`src/rtl/mul_issue_ctrl.sv`:
```
// mul_issue_ctrl: issues decoded multiplier instructions, tracks them through execute,
// drives Rn writeback, ASTAT MV/MN capture and sticky MOS, and stalls on I-stage RAW hazards.
module mul_issue_ctrl #(
  parameter int RF_DATASIZE = 16,
  parameter int RF_ADDSIZE  = 4
) (
  input  logic                   clk,
  input  logic                   reset,
  input  logic                   dec_valid,
  input  logic [8+3*RF_ADDSIZE:0] dec_ins,
  output logic                   dec_rdy,
  output logic                   ps_mul_en,
  output logic                   ps_mul_otreg,
  output logic [3:0]             ps_mul_dtsts,
  output logic [1:0]             ps_mul_cls,
  output logic [1:0]             ps_mul_sc,
  output logic [RF_ADDSIZE-1:0]  ps_xb_rdx_add,
  output logic [RF_ADDSIZE-1:0]  ps_xb_rdy_add,
  input  logic [RF_DATASIZE-1:0] mul_xb_dt,
  input  logic                   mul_ps_mv,
  input  logic                   mul_ps_mn,
  output logic                   ps_xb_wrt_en,
  output logic [RF_ADDSIZE-1:0]  ps_xb_wrt_add,
  output logic [RF_DATASIZE-1:0] ps_xb_wrt_dt,
  input  logic                   ps_stky_clr,
  output logic                   ps_astat_mv,
  output logic                   ps_astat_mn,
  output logic                   ps_stky_mos
);
  localparam int A = RF_ADDSIZE;
  logic [1:0] d_cls, d_sc;
  logic d_ot;
  logic [3:0] d_dts;
  logic [A-1:0] d_rn, d_rx, d_ry;
  logic uses_rx, uses_ry, hazard, accept, flag_op;
  logic en_q, en_d, ot_q, ot_d;
  logic [3:0] dts_q, dts_d;
  logic [1:0] cls_q, cls_d, sc_q, sc_d;
  logic [A-1:0] rdx_q, rdx_d, rdy_q, rdy_d, rn_q, rn_d;
  logic e_valid_q, e_ot_q;
  logic [1:0] e_cls_q, e_sc_q;
  logic [A-1:0] e_rn_q;
  logic mv_q, mv_d, mn_q, mn_d, mos_q, mos_d;
  assign {d_cls, d_sc, d_ot, d_dts, d_rn, d_rx, d_ry} = dec_ins;
  assign uses_ry = d_cls != 2'b00;
  assign uses_rx = ~(d_cls == 2'b00 && (~d_ot || d_sc == 2'b11));
  // Only the I-stage write can collide; an E-stage write lands before the next read.
  assign hazard  = en_q & ~ot_q & ((uses_rx & (d_rx == rn_q)) | (uses_ry & (d_ry == rn_q)));
  assign dec_rdy = ~hazard;
  assign accept  = dec_valid & ~hazard;
  assign flag_op = e_valid_q & ~(e_cls_q == 2'b00 && e_sc_q != 2'b11);
  always_comb begin
    en_d  = accept;
    ot_d  = accept ? d_ot  : ot_q;
    dts_d = accept ? d_dts : dts_q;
    cls_d = accept ? d_cls : cls_q;
    sc_d  = accept ? d_sc  : sc_q;
    rdx_d = accept ? d_rx  : rdx_q;
    rdy_d = accept ? d_ry  : rdy_q;
    rn_d  = accept ? d_rn  : rn_q;
    mv_d  = flag_op ? mul_ps_mv : mv_q;
    mn_d  = flag_op ? mul_ps_mn : mn_q;
    mos_d = (flag_op & mul_ps_mv) ? 1'b1 : ps_stky_clr ? 1'b0 : mos_q;
  end
  always_ff @(posedge clk) begin
    if (reset) begin
      en_q      <= 1'b0;
      ot_q      <= 1'b0;
      dts_q     <= '0;
      cls_q     <= '0;
      sc_q      <= '0;
      rdx_q     <= '0;
      rdy_q     <= '0;
      rn_q      <= '0;
      e_valid_q <= 1'b0;
      e_ot_q    <= 1'b0;
      e_cls_q   <= '0;
      e_sc_q    <= '0;
      e_rn_q    <= '0;
      mv_q      <= 1'b0;
      mn_q      <= 1'b0;
      mos_q     <= 1'b0;
    end else begin
      en_q      <= en_d;
      ot_q      <= ot_d;
      dts_q     <= dts_d;
      cls_q     <= cls_d;
      sc_q      <= sc_d;
      rdx_q     <= rdx_d;
      rdy_q     <= rdy_d;
      rn_q      <= rn_d;
      e_valid_q <= en_q;
      e_ot_q    <= ot_q;
      e_cls_q   <= cls_q;
      e_sc_q    <= sc_q;
      e_rn_q    <= rn_q;
      mv_q      <= mv_d;
      mn_q      <= mn_d;
      mos_q     <= mos_d;
    end
  end
  assign ps_mul_en     = en_q;
  assign ps_mul_otreg  = ot_q;
  assign ps_mul_dtsts  = dts_q;
  assign ps_mul_cls    = cls_q;
  assign ps_mul_sc     = sc_q;
  assign ps_xb_rdx_add = rdx_q;
  assign ps_xb_rdy_add = rdy_q;
  // Reset discards the instruction in E, so its write must not reach the register file.
  assign ps_xb_wrt_en  = e_valid_q & ~e_ot_q & ~reset;
  assign ps_xb_wrt_add = e_rn_q;
  assign ps_xb_wrt_dt  = mul_xb_dt;
  assign ps_astat_mv   = mv_q;
  assign ps_astat_mn   = mn_q;
  assign ps_stky_mos   = mos_q;
endmodule
```
`config.mk`:
```
export PLATFORM = sky130hd
export DESIGN_NAME = mul_issue_ctrl
export DESIGN_NICKNAME = d
export VERILOG_FILES = /design/src/rtl/mul_issue_ctrl.sv
export SDC_FILE = /design/constraint.sdc
export NUM_CORES = 1
export LEC_CHECK = 0
export ABC_AREA = 1
export CAP_MARGIN = 10
export CORE_ASPECT_RATIO = 1.2
export CORE_MARGIN = 2
export CORE_UTILIZATION = 42
export CTS_CLUSTER_DIAMETER = 120
export CTS_CLUSTER_SIZE = 30
export DETAILED_ROUTE_END_ITERATION = 10
export GPL_TIMING_DRIVEN = 0
export PLACE_DENSITY = 0.92
export REMOVE_ABC_BUFFERS = 1
export SYNTH_ARGS = -nofsm -noshare
export SYNTH_HDL_FRONTEND = slang
export SYNTH_SLANG_ARGS = --single-unit
```
`constraint.sdc`:
```
create_clock -name clk -period 3.2 [get_ports clk]
set_clock_uncertainty 0.1 [all_clocks]
set_input_delay 0.64 -clock clk [delete_from_list [all_inputs] [get_ports clk]]
set_output_delay 0.64 -clock clk [all_outputs]
set_load 0.05 [all_outputs]
```
==> run summary <==
Die ar.: 4430 um^2
hold buffers post-CTS: 0
H-Tree Depth: 2
clock net sink count: 35
area growth from synthesis to layout: 32.2%
total number of vias: 1462
Comb power frac: 23.5%
CP Data Required Time: 2460 ps
design area: 2170 um^2
status: finished, final reports clean
clock latency on the worst-skew pair: 280 ps
met1 usage: 21.1%
P_leak: 1.08 nW
DRC viols: 0
FFs w/ async S/R, synth: 0%
routed wire length: 3860 um
Site Rows: 24
TritonCTS clock tree: yes
largest net degree at the start of global routing: 36
gpl congestion: 0.780
Top Usage Layer GRT: met2
crit path DAT: 2390 ps
CORE AREA: 3690 um^2
initial antenna violation count: 0
die height: 72.5 um
Detail Route Antenna Nets: 0
average wire per standard cell: 12.0 um
min Tclk post-route: 3130 ps
gr ovfl total: 0
maximum VDD drop: 0.000365 V
Syn Inst Count: 232
vias in the first global route: 1375
# port buffers: 53
pre-CTS WS: -218 ps
hpwl dp: 2800 um
register share of total power: 44.5%
final hold viol count: 0
Worst-path clk slew: 70 ps
share of layout cells above drive strength 1: 7.06%
met3 Track Usage GR: 11.2%
first-pass GRT wire length: 6160 um
Clock Tree Root: clkbuf_8
Initial Utilization: 44.5%
Slew Limit Fails: 0
DR vias/cell: 4.55
PD cells: 500 nW/um^2
unrepaired setup endpoints after global routing: no
placed inst area: 2060 um^2
Critical Path Start Type: input pin
M2 GR Usage: 29.4%
final setup margin: 71.9 ps
Post-Syn Area per Cell: 7.09 um^2
hold crit path type: flip-flop to flip-flop
count leader, synth: nand2_1
top cell type's share of synthesized area: 42.6%
All-Layer GR Usage: 19.0%
EDFF count, synth: 0
Starting DRT DRC Count: 28
Slew headroom: 62.6%
max cap viols: 0
yosys warns: 0
Sw Ratio: 29.7%
synthesis-stage register bit count: 35
CP Capture Type: output pin
IO Count: 86
CTS buffer count: 5
crit share post-route: 97.8%
diode count: 0
nets: 311
Final Setup Violations: 0
post-synthesis cell type count: 23
Seq/Total Area, Yosys: 42.6%
router iterations before antenna repair: 4
internal power: 0.764 mW
synthesized area: 1640 um^2
Clock Power Share: 31.9%
net load switching power: 0.323 mW
post-layout util: 58.8%
highest achievable clock rate: 0.320 GHz
Primary FF master, synth: dfxtp_1
leading area contributor after synthesis: dfxtp_1
maximum clock insertion buffer count: 2
worst slew pin tran: 557 ps
critical path class: input pin to output pin
top cells by count, synth: nand2_1 (60), inv_1 (37), dfxtp_1 (35)
CP max FO: 10
top cells by area, synth: dfxtp_1 (43%), nand2_1 (14%), inv_1 (8.4%)
die width: 61.1 um
-- stage by stage --
step / cells / hold WS (ps) / power [mW] / TNS (ps)
2_1_floorplan: 207 / 349 / 0.646 / 0
6_report: 321 / 363 / 1.09 / 0
3_3_place_gp: 312 / 336 / 0.742 / -204
3_5_place_dp: 312 / 350 / 0.749 / -218
5_1_grt: 321 / 388 / 1.14 / 0
4_1_cts: 320 / 362 / 1.10 / 0
-- layout make-up --
class	count	area, um^2
timing repair buffer	54	541
tap	52	65.1
clock buffer	8	100
sequential	35	701
inverter	42	158
multi-input combinational	130	609
fill	347	1520
-- layout by cell type (no fill, tap or decap), types with 3 or more instances in the layout --
cell             count
nand2_1             60
clkdlybuf4s50_1     52
nor2_1              24
inv_2                4
nand3b_1            11
a21oi_1             14
dfxtp_1             35
clkbuf_8             7
o21ai_0              3
nand3_1              8
inv_1               37
nand3_2              3
-- repair_timing --
action                                  in CTS  in global routing
endpoints found under the setup margin       1                  1
resized for setup                            1                  2
buffers inserted                             0                  0
-- path summary, 6_finish.rpt --
check	start	endpoint	slack, ps	cells past startpoint
max	reset	ps_xb_wrt_en	70	3
min	ps_mul_sc[0]$_SDFFE_PP0P_	e_sc_q[0]$_SDFF_PP0_	360	2
max reg2reg	rn_q[2]$_SDFFE_PP0P_	rn_q[0]$_SDFFE_PP0P_	1460	9
min reg2reg	ps_mul_sc[0]$_SDFFE_PP0P_	e_sc_q[0]$_SDFF_PP0_	360	2
-- registers in the layout (all words and copies together), names as in the netlist --
signal	count
ps_mul_dtsts	4
ps_xb_rdx_add	4
ps_xb_rdy_add	4
ps_xb_wrt_add	4
rn_q	4
e_cls_q	2
e_sc_q	2
ps_mul_cls	2
ps_mul_sc	2
e_ot_q	1
e_valid_q	1
ps_astat_mn	1
ps_astat_mv	1
ps_mul_en	1
ps_mul_otreg	1
ps_stky_mos	1
-- cells by family after synthesis --
group / share of synthesized area [%]
buffers and inverters: 20.3
XOR/XNOR: 0.533
AND/OR/NAND/NOR: 30.5
AO/OA/AOI/OAI: 6.01
flip-flops: 42.6
-- critical path: stages --
cell and delay (ps):
clkdlybuf4s50_1 630, nor3_1 280, clkdlybuf4s50_1 840
-- layer usage --
layer / wire length, um / share of wire [%] / vias up
li1: - / - / 753
met1: 1550 / 40 / 643
met2: 1890 / 49 / 60
met3: 359 / 9.3 / 6
met4: 61 / 1.6 / 0
met5: 0 / 0 / -
-- power groups by stage --
stage / combinational, mW / sequential (mW) / clock [mW]
2_1_floorplan: 0.0781 / 0.568 / 0
3_3_place_gp: 0.250 / 0.492 / 0
3_5_place_dp: 0.255 / 0.494 / 0
4_1_cts: 0.256 / 0.484 / 0.358
5_1_grt: 0.277 / 0.487 / 0.375
6_report: 0.256 / 0.484 / 0.347
Note: power is estimated with default switching activity, not from simulation.
